===== src/rtl/uart_pkg.sv =====
// Shared definitions for the UART receive and transmit paths.
//   rx_state_t  : receive FSM state encoding
//   DATA_BITS   : payload bits per frame (8N1)
//   rx_is_busy  : true while a frame is being received or a break is pending
package uart_pkg;

    localparam int unsigned DATA_BITS = 8;

    typedef enum logic [7:0] {
        RxArm   = 8'd0,
        RxIdle  = 8'd1,
        RxStart = 8'd2,
        RxData  = 8'd3,
        RxStop  = 8'd4,
        RxBreak = 8'd5
    } rx_state_t;

    function automatic logic rx_is_busy(input rx_state_t s);
        return !((s == RxArm) || (s == RxIdle));
    endfunction

endpackage


===== src/rtl/uart_rx_sync.sv =====
// Two-flop synchroniser for the asynchronous serial line plus falling-edge
// detect on the synchronised value.
//   clock_i : system clock
//   rst_ni  : asynchronous active-low reset
//   rx_i    : raw serial input, idle high
//   rxs_o   : synchronised line value
//   fall_o  : high for one cycle when rxs_o goes from 1 to 0
module uart_rx_sync (
    input  logic clock_i,
    input  logic rst_ni,
    input  logic rx_i,
    output logic rxs_o,
    output logic fall_o
);

    logic sync1_q;
    logic sync2_q;
    logic prev_q;

    // All flops reset to the idle line level so leaving reset never looks
    // like a falling edge.
    always_ff @(posedge clock_i or negedge rst_ni) begin
        if (!rst_ni) begin
            sync1_q <= 1'b1;
            sync2_q <= 1'b1;
            prev_q  <= 1'b1;
        end else begin
            sync1_q <= rx_i;
            sync2_q <= sync1_q;
            prev_q  <= sync2_q;
        end
    end

    assign rxs_o  = sync2_q;
    assign fall_o = prev_q & ~sync2_q;

endmodule


===== src/rtl/uart_rx_core.sv =====
// 8N1 serial receive engine. Deserialises frames from rx_in into bytes and
// presents them with an active-low read-acknowledge handshake.
//   clock     : system clock
//   reset     : asynchronous active-low reset
//   rx_in     : asynchronous serial input, idle high
//   rd        : active-low read-acknowledge strobe, clears the status flags
//   out_data  : last received byte
//   rx_avail  : byte waiting to be read
//   frame_err : stop bit of the byte in out_data was sampled low
//   overrun   : a byte arrived while rx_avail was already set
//   busy      : frame or break in progress
//   irq       : rx_avail | frame_err | overrun
//
// state   | meaning
// RxArm   | wait for one full bit time of continuous idle before listening
// RxIdle  | line idle, waiting for a falling edge
// RxStart | checking the start bit at its midpoint
// RxData  | sampling the eight data bits, LSB first
// RxStop  | sampling the stop bit, then hand the byte over
// RxBreak | stop bit was low; wait for the line to return high
module uart_rx_core
    import uart_pkg::*;
#(
    parameter int CLOCK_FREQ = 48000000,
    parameter int BAUD_RATE  = 115200
) (
    input  logic       clock,
    input  logic       reset,
    input  logic       rx_in,
    input  logic       rd,
    output logic [7:0] out_data,
    output logic       rx_avail,
    output logic       frame_err,
    output logic       overrun,
    output logic       busy,
    output logic       irq
);

    localparam int CLKS_PER_BIT = CLOCK_FREQ / BAUD_RATE;
    localparam int HALF_BIT     = CLKS_PER_BIT / 2;
    localparam int CNT_W        = $clog2(CLKS_PER_BIT);
    localparam int BIT_W        = $clog2(DATA_BITS);

    localparam logic [CNT_W-1:0] CNT_BIT_END  = CNT_W'(CLKS_PER_BIT - 1);
    localparam logic [CNT_W-1:0] CNT_HALF_END = CNT_W'(HALF_BIT - 1);
    localparam logic [BIT_W-1:0] LAST_BIT     = BIT_W'(DATA_BITS - 1);

    generate
        if (CLKS_PER_BIT < 8) begin : g_bad_rate
            $error("uart_rx_core: CLOCK_FREQ/BAUD_RATE must be at least 8");
        end
    endgenerate

    logic                 rxs;
    logic                 fall;
    rx_state_t            state_q, state_d;
    logic [CNT_W-1:0]     cnt_q, cnt_d;
    logic [BIT_W-1:0]     bit_q, bit_d;
    logic [DATA_BITS-1:0] shift_q, shift_d;
    logic                 load_q, load_d;
    logic                 stop_q, stop_d;
    logic [7:0]           data_q;
    logic                 avail_q;
    logic                 ferr_q;
    logic                 ovr_q;

    uart_rx_sync u_sync (
        .clock_i (clock),
        .rst_ni  (reset),
        .rx_i    (rx_in),
        .rxs_o   (rxs),
        .fall_o  (fall)
    );

    always_ff @(posedge clock or negedge reset) begin
        if (!reset) begin
            state_q <= RxArm;
            cnt_q   <= '0;
            bit_q   <= '0;
            shift_q <= '0;
            load_q  <= 1'b0;
            stop_q  <= 1'b1;
        end else begin
            state_q <= state_d;
            cnt_q   <= cnt_d;
            bit_q   <= bit_d;
            shift_q <= shift_d;
            load_q  <= load_d;
            stop_q  <= stop_d;
        end
    end

    always_comb begin
        state_d = state_q;
        cnt_d   = cnt_q;
        bit_d   = bit_q;
        shift_d = shift_q;
        load_d  = 1'b0;
        stop_d  = stop_q;
        case (state_q)
            RxArm: begin
                // Any low restarts the idle qualification so a reset released
                // mid-frame cannot mistake a data bit for a start bit.
                if (!rxs) begin
                    cnt_d = '0;
                end else if (cnt_q == CNT_BIT_END) begin
                    cnt_d   = '0;
                    state_d = RxIdle;
                end else begin
                    cnt_d = cnt_q + CNT_W'(1);
                end
            end
            RxIdle: begin
                cnt_d = '0;
                if (fall) state_d = RxStart;
            end
            RxStart: begin
                if (cnt_q == CNT_HALF_END) begin
                    cnt_d   = '0;
                    bit_d   = '0;
                    state_d = rxs ? RxIdle : RxData;
                end else begin
                    cnt_d = cnt_q + CNT_W'(1);
                end
            end
            RxData: begin
                if (cnt_q == CNT_BIT_END) begin
                    cnt_d          = '0;
                    shift_d[bit_q] = rxs;
                    if (bit_q == LAST_BIT) state_d = RxStop;
                    else                   bit_d   = bit_q + BIT_W'(1);
                end else begin
                    cnt_d = cnt_q + CNT_W'(1);
                end
            end
            RxStop: begin
                if (cnt_q == CNT_BIT_END) begin
                    cnt_d   = '0;
                    load_d  = 1'b1;
                    stop_d  = rxs;
                    state_d = rxs ? RxIdle : RxBreak;
                end else begin
                    cnt_d = cnt_q + CNT_W'(1);
                end
            end
            RxBreak: begin
                cnt_d = '0;
                if (rxs) state_d = RxIdle;
            end
            default: begin
                cnt_d   = '0;
                state_d = RxArm;
            end
        endcase
    end

    always_comb begin
        busy = rx_is_busy(state_q);
        irq  = avail_q | ferr_q | ovr_q;
    end

    // A byte load takes priority over a simultaneous read acknowledge, so the
    // new byte is never lost; the read only suppresses the overrun flag.
    always_ff @(posedge clock or negedge reset) begin
        if (!reset) begin
            data_q  <= '0;
            avail_q <= 1'b0;
            ferr_q  <= 1'b0;
            ovr_q   <= 1'b0;
        end else if (load_q) begin
            data_q  <= shift_q;
            avail_q <= 1'b1;
            ferr_q  <= ~stop_q;
            ovr_q   <= avail_q & rd;
        end else if (!rd) begin
            avail_q <= 1'b0;
            ferr_q  <= 1'b0;
            ovr_q   <= 1'b0;
        end
    end

    assign out_data  = data_q;
    assign rx_avail  = avail_q;
    assign frame_err = ferr_q;
    assign overrun   = ovr_q;

endmodule


===== config.mk =====
export PLATFORM = sky130hd
export DESIGN_NAME = uart_rx_core
export DESIGN_NICKNAME = d
export VERILOG_FILES = /design/src/rtl/uart_pkg.sv /design/src/rtl/uart_rx_sync.sv /design/src/rtl/uart_rx_core.sv
export SDC_FILE = /design/constraint.sdc
export NUM_CORES = 1
export LEC_CHECK = 0
export BUFFER_PORTS_ARGS = -buffer_cell sky130_fd_sc_hd__buf_2
export CAP_MARGIN = 20
export CELL_PAD_IN_SITES_DETAIL_PLACEMENT = 0
export CELL_PAD_IN_SITES_GLOBAL_PLACEMENT = 1
export CORE_MARGIN = 10
export CORE_UTILIZATION = 43
export CTS_CLUSTER_DIAMETER = 80
export DETAILED_ROUTE_END_ITERATION = 7
export PLACE_DENSITY = 0.74
export SYNTH_ARGS = -nofsm -noshare
export SYNTH_HDL_FRONTEND = slang
export SYNTH_SLANG_ARGS = --single-unit

===== constraint.sdc =====
create_clock -name clock -period 1.6 [get_ports clock]
set_input_delay 0.24 -clock clock [delete_from_list [all_inputs] [get_ports clock]]
set_output_delay 0.24 -clock clock [all_outputs]
set_load 0.005 [all_outputs]

=== Word-level counts from Yosys, hierarchy flattened ===
Index checks and enable logic that the tools add are counted.

* Register bits: 44
* Bits in latches: 0
* RAM bits: 0
* Bits in read-only memories: 0
* Input bits: 4
* Output and inout port bits: 13
* Logic and storage cells: 79
* Memories kept: 0

* Add/sub/neg operators: 2
* $mul: 0
* Div/mod/pow operators: 0
* Order comparisons: 2
* Equality and inequality tests: 18
* Shifts and indexed selects: 0
* Multiplexer cells: 28
* Bitwise operators: 6
* Reduce and logical (&&, ||, !) cells: 10

{| class="wikitable"
|+ Operators by type and width
! operator !! number
|-
| two-way mux 8 bit || 8
|-
| one-hot mux 8 bit (6 select lines) || 1
|-
| two-way mux 9 bit || 3
|-
| one-hot mux 9 bit (3 select lines) || 1
|-
| equality test 8 x 2 -> 1 bit (second input constant) || 2
|-
| equality test 8 x 3 -> 1 bit (second input constant) || 2
|-
| != test 2 bit (second input constant) || 7
|-
| two-way mux 3 bit || 4
|-
| adder 9 x 1 -> 9 bit (second input constant) || 1
|-
| equality test 9 x 8 -> 1 bit (second input constant) || 1
|-
| equality test 9 bit (second input constant) || 1
|-
| bitwise mux 8 bit || 1
|-
| equality test 8 x 1 -> 1 bit (second input constant) || 1
|-
| logical NOT 8 bit || 1
|-
| AND reduction 8 bit || 1
|-
| two-way mux 1 bit || 7
|-
| != test 2 x 1 -> 1 bit (second input constant) || 3
|-
| one-hot mux 3 bit (2 select lines) || 1
|-
| < comparator 3 x 4 -> 1 bit (second input constant) || 1
|-
| AND reduction 2 bit || 2
|-
| AND reduction 4 bit || 1
|-
| adder 3 x 1 -> 3 bit (second input constant) || 1
|-
| demux 1 bit (select 3 bit) || 1
|-
| equality test 3 bit (second input constant) || 1
|-
| other kinds (10) || 13
|}

=== Longest topological paths before layout ===
Gate-level depths: netlist of run 1.

* Depth after elaboration: 5
* Mapped depth: 6
* Gate-level depth less buffers: 6

=== By module ===
Synthesis of run 1 repeated with hierarchy kept, for this count alone.

* Cell total of the unflattened synthesis: 155
* Area, all modules: 1818.0 um2

{| class="wikitable"
|+ Modules (own cells, without submodules)
! module !! instances !! cells each !! area each (um2) !! sequential area each (um2)
|-
| uart_rx_core || 1 || 151 || 1725.4 || 902.1
|-
| uart_rx_sync || 1 || 4 || 92.6 || 78.8
|}

=== Least setup slack after synthesis of run 1 ===
Ideal clock, no wire load.

* Path type: register to register
* From: reg bit_q[0]
* To: reg bit_q[0]
* Setup time: 125 ps
* Arrival time: 1638 ps
* Required time: 1475 ps
* Path slack: -163 ps
* Stages on the path, launching flop included: 7
* Path buffers: 0
* Clock period less this slack: 1763 ps
* Cell sequence: dfrtp_1 ha_1 ha_1 nor2b_1 a21oi_1 nor4_4 mux2_2

* Cells in the longest elaborated chain, start to end: 4
* Elaborated cells between the ends (all ways): 7
* Those cells by class: add/sub (1); eq/ne (2); mux (3); reduce/logical (1)

{| class="wikitable"
|+ RTL lines
! element !! line !! RTL
|-
| from (decl) || uart_rx_core.sv:58 || <nowiki>logic [BIT_W-1:0] bit_q, bit_d;</nowiki>
|-
| from (signal assigned) || uart_rx_core.sv:86 || <nowiki>bit_q <= bit_d;</nowiki>
|-
| adder 3 x 1 -> 3 bit || uart_rx_core.sv:131 || <nowiki>else bit_d = bit_q + BIT_W'(1);</nowiki>
|-
| two-way mux 3 bit || uart_rx_core.sv:130 || <nowiki>if (bit_q == LAST_BIT) state_d = RxStop;</nowiki>
|-
| two-way mux 3 bit || uart_rx_core.sv:127 || <nowiki>if (cnt_q == CNT_BIT_END) begin</nowiki>
|-
| one-hot mux 3 bit (2 select lines) || uart_rx_core.sv:100 || <nowiki>case (state_q)</nowiki>
|}

Parallel ways exist; a longest one is shown, timed or not. The select of a mux whose other input is x is not followed.
A chain may end at the register's enable or synchronous reset.

=== Final worst setup path of run 1 ===
* From: reg bit_q[0]
* To: reg bit_q[1]

The elaborated chain is that of the path after synthesis.

==> impl_metrics.tcl, run 1 <==
set metrics [dict create \
    outcome "finished with violations" \
    failed_checks "setup timing" \
    fin_crit_ns 1.745 \
    path_class "register to register" \
    fmax_ghz 0.5732 \
    timing.final.crit_share_pct 109.0 \
    ys_ff_latch 39 \
    power.internal_mw 1.654 \
    cts_root_buf "clkbuf_8" \
    drt_iter0_drc 74 \
    netlist_top_cells_area "dfrtp_1, mux2_2, dfstp_2" \
    antenna_found_initial 0 \
    synth_cell_types 44 \
    yosys.area.top_type "dfrtp_1" \
    maxCapViolations 0 \
    syn_area_um2 1916 \
    wl_per_cell_um 15.53 \
    dieArea_um2 7525 \
    cts.htree.levels 2 \
    cp.required_ns 1.78 \
    grt_max_degree 23 \
    synth_cells 158 \
    ir_worst_vdd_mv 0.4016 \
    overflow 0 \
    startpoint_type "register" \
    crit_arrival_ns 1.93 \
    p_clk_share_pct 47.5 \
    syn-num-nets 165 \
    insertion_delay_ns 0.30 \
    die_x_um 86.75 \
    ys.flop_type "dfrtp_1" \
    ys_warn_count 0 \
    n_fill_cell 371 \
    fp-row-count 24 \
    synth_edf_count 0 \
    synthArstFlopShare_pct 100.0 \
    cts_sinks 39 \
    hold_path_class "input pin to register" \
    ios 17 \
    wl_um 3960 \
    synth.avg_cell_area_um2 12.12 \
    skew_ns 0.01480 \
    power.switching_mw 0.4054 \
    viasPerCell 5.251 \
    combPwrFrac_pct 3.6 \
    num_antenna_cells 0 \
    synth_top_area_share_pct 45.72 \
    nets 209 \
    dp.cells 242 \
    place_ws_ns -0.1076 \
    fp.dieH_um 86.75 \
    path_max_fanout 3 \
    postRouteAntennaNets 0 \
    power.density_nw_per_um2 827.7 \
    slowest_delay_ns 0.40 \
    rsz0062_at_grt "true" \
    crit_chain "ha_2 -> ha_4 -> nor2b_4 -> a21oi_2 -> nor4_4 -> buf_4 -> mux2_4" \
    clk_pin_slew_ns 0.09 \
    min_from "rx_in" \
    post-dp-hpwl_um 2879 \
    hold_slack_ns 0.03580 \
    dr.pass1.iters 4 \
    hold-path-endpoint "u_sync.sync1_q$_DFF_PN1_" \
    worstReg2RegEnd "bit_q[1]$_DFFE_PN0P_" \
    drive_above_1_share_pct 45.81 \
    whs_path_depth 1 \
    ys_seq_area_share_pct 51.21 \
    p_seq_share_pct 48.9 \
    cts_tree "done" \
    setup_viol 4 \
    r2r_cells 7 \
    drc 0 \
    tightest_slew_ns 0.4971 \
    p_total_mw 2.060 \
    coreArea_um2 4324 \
    relSlewSlack_pct 66.86 \
    place_area_um2 2240 \
    switching_share_pct 19.68 \
    area_growth_pct 29.92 \
    clockBufferDepth 2 \
    crit_slowest_cell "dfrtp_1" \
    finalHoldViolations 0 \
    place.gp.congestion 0.8275 \
    grt_pass1_vias 1321 \
    final_cell_count_no_fill 255 \
    slew_violations 0 \
    vias 1339 \
    start_util_pct 44.30 \
    io_buffers 16 \
    r2r_start "bit_q[0]$_DFFE_PN0P_" \
    grt_pass1_wl_um 6637 \
    cp-end-kind "register" \
    power.leakage_nw 1.281 \
    track_usage_pct 11.12 \
    r2r_slack_ns -0.14 \
    setup_ws_ns -0.1446 \
    final_area_um2 2489 \
    cts_buffers 5 \
]
## cells in the mapped netlist, types with 2 or more instances
master and instances:
nand2b_1 3, dfrtp_1 35, dfstp_2 4, or2_2 2
nor2b_1 8, ha_1 3, o2bb2ai_1 2, nand3_1 7
nand4b_4 2, nand3b_1 2, buf_2 2, nor2_1 13
xor2_1 3, mux2i_1 2, a41o_1 2, xnor2_1 4
a21oi_1 5, mux2_2 15, nand4_1 4, and3_1 3
clkbuf_1 3, nor4_4 2, nand2_1 8, mux2_1 4
## placed cells by master, fill, tap and decap left out, drive strengths merged, types with 5 or more instances in the layout
cell type	synthesis	routed
clkbuf	3	6
a21oi	5	5
nor2	13	13
nor2b	8	8
dfrtp	35	35
nand2	8	8
buf	2	41
mux2	20	20
nand3	7	7
## area by class of cell
cell class	count	area (µm²)	area share [%]
Timing Repair Buffer	42	301.5	12.12
Sequential cell	39	983.4	39.52
Tap cell	52	65.06	2.614
Multi-Input combinational cell	113	1002	40.27
Clock inverter	2	60.06	2.413
Inverter	1	3.754	0.1508
Clock buffer	6	72.57	2.916
## power by group through the flow
stage	Clock (mW)	Sequential (mW)	Combinational (mW)
after floorplan	0	1.03	0.0190
after global placement	0	1.02	0.0670
after detailed placement	0	1.03	0.0690
after CTS	1.00	1.01	0.0737
after global routing	1.04	1.01	0.0846
final	0.978	1.01	0.0736
## metal layers
layer | global-route usage, % | vias to the layer above | wire (µm)
met5 | 0 | - | 0
met2 | 16.78 | 16 | 1867
met3 | 4.597 | 8 | 194
met1 | 13.61 | 658 | 1837
li1 | - | 657 | -
met4 | 4.713 | 0 | 61
## logic make-up (layout without fill, tap and decap cells)
| group | Yosys count | count (layout) | share of synthesized area [%] |
|---|---|---|---|
| mux | 22 | 22 | 13.00 |
| simple gates | 64 | 64 | 22.60 |
| compound gates | 17 | 17 | 6.728 |
| xor+xnor | 7 | 7 | 3.201 |
| buf+inv | 6 | 51 | 1.306 |
| flops | 39 | 39 | 51.21 |
| fa+ha+maj | 3 | 3 | 1.960 |
## metrics by stage
step	TNS (ns)	utilization (%)
3_3_place_gp	-0.2351	51.79
4_1_cts	-0.3020	55.76
5_1_grt	-1.409	57.55
2_1_floorplan	-0.1828	-
6_report	-0.4567	57.55
3_5_place_dp	-0.4986	51.79
## flip-flops by register name, summed over array words and instances, names as in the netlist
name / count
load_q: 1
stop_q: 1
cnt_q: 9
out_data: 8
state_q: 3
u_sync.rxs_o: 1
frame_err: 1
u_sync.prev_q: 1
bit_q: 3
shift_q: 8
overrun: 1
u_sync.sync1_q: 1
rx_avail: 1
## worst max path at each step
stage	start	end	slack, ns	cells past startpoint
6_report	bit_q[0]$_DFFE_PN0P_	bit_q[1]$_DFFE_PN0P_	-0.14	7
5_1_grt	bit_q[0]$_DFFE_PN0P_	bit_q[0]$_DFFE_PN0P_	-0.20	7
4_1_cts	bit_q[0]$_DFFE_PN0P_	bit_q[0]$_DFFE_PN0P_	-0.12	6
3_5_place_dp	bit_q[0]$_DFFE_PN0P_	bit_q[0]$_DFFE_PN0P_	-0.11	6
3_3_place_gp	bit_q[0]$_DFFE_PN0P_	bit_q[2]$_DFFE_PN0P_	-0.08	6
2_1_floorplan	bit_q[0]$_DFFE_PN0P_	bit_q[0]$_DFFE_PN0P_	-0.07	6
## what timing repair did
item,4_1_cts,5_1_grt
setup endpoints to repair,11,22
buffers inserted,1,5
hold endpoints to repair,14,0
hold buffers,1,0
gates cloned,0,0
pin swaps,0,12
resized for setup,3,14
## critical path, delay by kind of cell, from the launching register on
| family | cells | cell delay [ns] |
|---|---|---|
| AOI/OAI and AO/OA | 1 | 0.07 |
| adders and majority gates | 2 | 0.36 |
| buffers and inverters | 1 | 0.17 |
| DFF | 1 | 0.40 |
| muxes | 1 | 0.29 |
| and+or+nand+nor | 2 | 0.32 |
(Power assumes the default switching activity.)
==> run 2, diff against run 1 <==
--- a/config.mk
+++ b/config.mk
@@ -11,3 +11,3 @@
 export CELL_PAD_IN_SITES_GLOBAL_PLACEMENT = 1
-export CORE_MARGIN = 10
+export CORE_MARGIN = 2
 export CORE_UTILIZATION = 43
==> constraint.sdc (replaced) <==
create_clock -name clock -period 1.6 [get_ports clock]
set_input_delay 0.4 -clock clock [delete_from_list [all_inputs] [get_ports clock]]
set_output_delay 0.4 -clock clock [all_outputs]
set_load 0.005 [all_outputs]
==> run 2 against run 1 <==
- the flow still finishes with violations (setup timing)
- critical endpoint is now bit_q[2]$_DFFE_PN0P_
- cell area up 6.3%
- critical path type unchanged
- die area shrank 33%
- clock power shrank 1%
==> impl_metrics.tcl, run 2 (synthesis gave the netlist of run 1 again) <==
set metrics [dict create \
    wl_per_cell_um 16.00 \
    insertion_delay_ns 0.29 \
    cts_tree "done" \
    start_util_pct 44.30 \
    drive_above_1_share_pct 52.09 \
    r2r_cells 6 \
    cts.htree.levels 2 \
    cts_sinks 39 \
    coreArea_um2 4324 \
    slew_violations 0 \
    setup_ws_ns -0.07806 \
    layout_common_cells "dfrtp_1, buf_4, buf_2" \
    worstReg2RegEnd "bit_q[2]$_DFFE_PN0P_" \
    path_class "register to register" \
    ir_worst_vdd_mv 0.6017 \
    track_usage_pct 17.17 \
    postCtsHoldBufs 0 \
    cp.required_ns 1.77 \
    path_max_fanout 3 \
    skew_ns 0.01151 \
    outcome "finished with violations" \
    hold_slack_ns 0.03891 \
    ios 17 \
    dieArea_um2 5005 \
    vias 1429 \
    power.leakage_nw 1.361 \
    die_x_um 70.75 \
    nets 221 \
    startpoint_type "register" \
    relSlewSlack_pct 66.19 \
    place_ws_ns -0.08140 \
    maxCapViolations 0 \
    place.gp.congestion 0.8256 \
    drc 0 \
    clockBufferDepth 2 \
    cts_root_buf "clkbuf_8" \
    power.density_nw_per_um2 774.2 \
    num_antenna_cells 0 \
    r2r_slack_ns -0.08 \
    fp.dieH_um 70.75 \
    grt_pass1_wl_um 6782 \
    regMostFlops "cnt_q" \
    viasPerCell 5.352 \
    clk_pin_slew_ns 0.08 \
    io_buffers 16 \
    overflow 0 \
    wl_um 4273 \
    grt_pass1_vias 1404 \
    setup_viol 4 \
    postRouteAntennaNets 0 \
    fmax_ghz 0.5959 \
    fp-row-count 24 \
    finalHoldViolations 0 \
    antenna_found_initial 0 \
    grt_max_degree 23 \
    drt_iter0_drc 48 \
    failed_checks "setup timing" \
    hold_path_class "input pin to asynchronous set/reset pin" \
    tightest_slew_ns 0.5071 \
    fin_crit_ns 1.678 \
    area_growth_pct 38.15 \
    rsz0062_at_grt "true" \
    largest_reg_flops 9 \
    r2r_start "bit_q[0]$_DFFE_PN0P_" \
    crit_arrival_ns 1.85 \
    dr.pass1.iters 4 \
    timing.final.crit_share_pct 104.9 \
    post-dp-hpwl_um 2912 \
    cp-end-kind "register" \
    cts_buffers 5 \
]
==> run 2: area by class of cell <==
class / count / area (µm²)
fillers: 354 / 1678
multi-input cells: 114 / 1055
flip-flops and latches: 39 / 985.9
repair buffers: 53 / 404.1
clock buffers: 6 / 72.57
well taps: 52 / 65.06
clock inverters: 2 / 60.06
inverters: 1 / 3.754
==> run 2: stage by stage <==
stage	area, µm²	setup TNS (ns)	utilization [%]	total power [mW]	std cells
finish	2646	-0.2072	61.20	2.049	267
global route	2646	-0.9598	61.20	2.145	267
CTS	2420	-0.2435	55.96	2.070	252
detailed placement	2240	-0.2076	51.79	1.096	242
global placement	2240	-0.06142	51.79	1.094	242
floorplan	1946	-0.1828	-	1.044	158
==> run 2: report_power, final <==
group | total [mW] | switching, mW | internal [mW]
sequential | 1.01 | 0.00978 | 0.998
combinational | 0.0748 | 0.0434 | 0.0314
clock | 0.966 | 0.343 | 0.623
total | 2.05 | 0.396 | 1.65
==> run 2: worst max-delay path by stage <==
stage	start	end	slack, ns	cells after the start
final	bit_q[0]$_DFFE_PN0P_	bit_q[2]$_DFFE_PN0P_	-0.08	6
after global routing	bit_q[0]$_DFFE_PN0P_	bit_q[2]$_DFFE_PN0P_	-0.16	6
after CTS	bit_q[0]$_DFFE_PN0P_	bit_q[2]$_DFFE_PN0P_	-0.1	6
after detailed placement	bit_q[0]$_DFFE_PN0P_	bit_q[2]$_DFFE_PN0P_	-0.08	6
after global placement	bit_q[0]$_DFFE_PN0P_	bit_q[0]$_DFFE_PN0P_	-0.03	6
after floorplan	bit_q[0]$_DFFE_PN0P_	bit_q[0]$_DFFE_PN0P_	-0.07	6
==> run 2: routing by layer <==
layer | routed length [µm] | GRT usage (%) | vias up | share of wire (%)
met5 | 0 | 0 | - | 0
met4 | 52 | 5.451 | 0 | 1.2
met3 | 110 | 4.131 | 5 | 2.6
met2 | 2173 | 28.14 | 19 | 51
met1 | 1937 | 22.58 | 723 | 45
li1 | - | - | 682 | -
==> run 2: critical path: stages, from the launching register on <==
cell	delay (ns)
dfrtp_1	0.38
ha_2	0.20
ha_4	0.17
nor2b_4	0.13
a21oi_2	0.08
nor4_4	0.24
mux2_2	0.38
==> run 2: repair_timing <==
item,in CTS,in global routing
setup endpoints to repair,16,26
cloned,0,1
resized for setup,8,22
buffers inserted,2,15
pin swaps,0,14
==> run 3, diff against run 2 <==
Settings changed: CORE_UTILIZATION 43 to 45, CTS_BUF_LIST from default to sky130_fd_sc_hd__clkbuf_8, PLACE_DENSITY 0.74 to 0.77.
==> run 3 against run 2 <==
- largest cell class unchanged
- clock power down 33%
- utilization grew 1.4 points
- critical path type unchanged
- total power is 15% lower
- the run still ends with setup timing left
==> impl_metrics.tcl, run 3 (synthesis gave the netlist of run 1 again) <==
set metrics [dict create \
    outcome "finished with violations" \
    failed_checks "setup timing" \
    r2r_slack_ns -0.1 \
    whs_path_depth 1 \
    overflow 0 \
    startpoint_type "register" \
    cts_root_buf "clkbuf_8" \
    power.density_nw_per_um2 682.3 \
    die_x_um 69.25 \
    tightest_slew_ns 0.4924 \
    layout_commonest_cell "buf_4" \
    coreArea_um2 4058 \
    drc 0 \
    grt_pass1_vias 1456 \
    r2r_cells 6 \
    ios 17 \
    clockBufferDepth 2 \
    drt_iter0_drc 48 \
    track_usage_pct 18.44 \
    dr.pass1.iters 4 \
    relSlewSlack_pct 67.18 \
    setup_viol 4 \
    p_total_mw 1.732 \
    hold-path-endpoint "u_sync.sync1_q$_DFF_PN1_" \
    crit_arrival_ns 1.87 \
    insertion_delay_ns 0.29 \
    cts_sinks 39 \
    ir_worst_vdd_mv 0.4367 \
    maxCapViolations 0 \
    fp.dieH_um 69.25 \
    hold_path_class "input pin to register" \
    finalHoldViolations 0 \
    start_util_pct 47.21 \
    place.gp.congestion 0.8764 \
    worstReg2RegEnd "bit_q[0]$_DFFE_PN0P_" \
    wl_per_cell_um 15.82 \
    area_growth_pct 32.53 \
    path_class "register to register" \
    cp-end-kind "register" \
    startpoint "bit_q[1]$_DFFE_PN0P_" \
    drive_above_1_share_pct 50.70 \
    fin_crit_ns 1.695 \
    skew_ns 0.007086 \
    cts_tree "done" \
    postRouteAntennaNets 0 \
    layout_common_cells "buf_4, dfrtp_1, buf_2" \
    wl_um 4193 \
    num_antenna_cells 0 \
    path_max_fanout 3 \
    clk_pin_slew_ns 0.08 \
    fmax_ghz 0.5899 \
    grt_pass1_wl_um 6934 \
    vias 1418 \
    cp.required_ns 1.78 \
    io_buffers 16 \
    largest_reg_flops 9 \
    regMostFlops "cnt_q" \
    tns_ns -0.2726 \
    dieArea_um2 4795 \
    cts_buffers 5 \
    slew_violations 0 \
    cts.htree.levels 2 \
    nets 221 \
    r2r_start "bit_q[1]$_DFFE_PN0P_" \
    setup_ws_ns -0.09530 \
    min_from "rx_in" \
    fp-row-count 23 \
    antenna_found_initial 0 \
    rsz0062_at_grt "true" \
    viasPerCell 5.351 \
    post-dp-hpwl_um 2937 \
    power.leakage_nw 1.317 \
    timing.final.crit_share_pct 106.0 \
    grt_max_degree 18 \
]
run 3: critical path, cell delays in order, from the launching register on:
cell and delay (ns):
dfrtp_1 0.40, ha_2 0.20, ha_4 0.17, nor2b_4 0.12, a21oi_2 0.08, nor4_4 0.28
mux2_4 0.35
run 3: metrics by stage:
stage	area [µm²]	worst slack (ns)	util [%]	cells	hold slack, ns
finish	2539	-0.09530	62.57	265	0.1994
global route	2539	-0.1559	62.57	265	0.1861
CTS	2382	-0.08923	58.71	254	0.1947
detailed placement	2240	-0.1083	55.20	242	0.3110
global placement	2240	-0.02345	55.20	242	0.3034
floorplan	1946	-0.07454	-	158	0.1044
run 3: routing by layer:
layer	share of wire, %	vias to the layer above	global-route usage [%]
li1	-	682	-
met3	3.2	2	4.942
met4	0.50	0	4.575
met5	0	-	0
met1	48	708	24.31
met2	49	26	30.34
run 3: final cells by class:
cell class / instances / area, µm²
Inverter: 1 / 3.754
Clock inverter: 3 / 16.27
Timing Repair Buffer: 54 / 389.1
Clock buffer: 5 / 68.82
Sequential cell: 39 / 988.4
Fill cell: 312 / 1519
Tap cell: 50 / 62.56
Multi-Input combinational cell: 113 / 1010
run 3: timing repair:
item                                   4_1_cts  5_1_grt
hold buffers                                 1        0
setup endpoints to repair                   15       24
setup buffers                                3       13
resized for setup                            7       18
pin swaps                                    0        7
endpoints found under the hold margin        4        0
run 3: where the power goes:
| part | internal (mW) | switching [mW] |
|---|---|---|
| logic | 0.0366 | 0.0439 |
| clock network | 0.298 | 0.345 |
| registers | 0.998 | 0.00990 |
| total | 1.33 | 0.399 |
run 3: worst max-delay path by stage:
| stage | to | slack [ns] | cells after the start |
|---|---|---|---|
| 6_report | bit_q[0]$_DFFE_PN0P_ | -0.1 | 6 |
| 5_1_grt | bit_q[0]$_DFFE_PN0P_ | -0.16 | 6 |
| 4_1_cts | bit_q[0]$_DFFE_PN0P_ | -0.09 | 6 |
| 3_5_place_dp | bit_q[0]$_DFFE_PN0P_ | -0.11 | 6 |
| 3_3_place_gp | bit_q[0]$_DFFE_PN0P_ | -0.02 | 6 |
| 2_1_floorplan | bit_q[0]$_DFFE_PN0P_ | -0.07 | 6 |
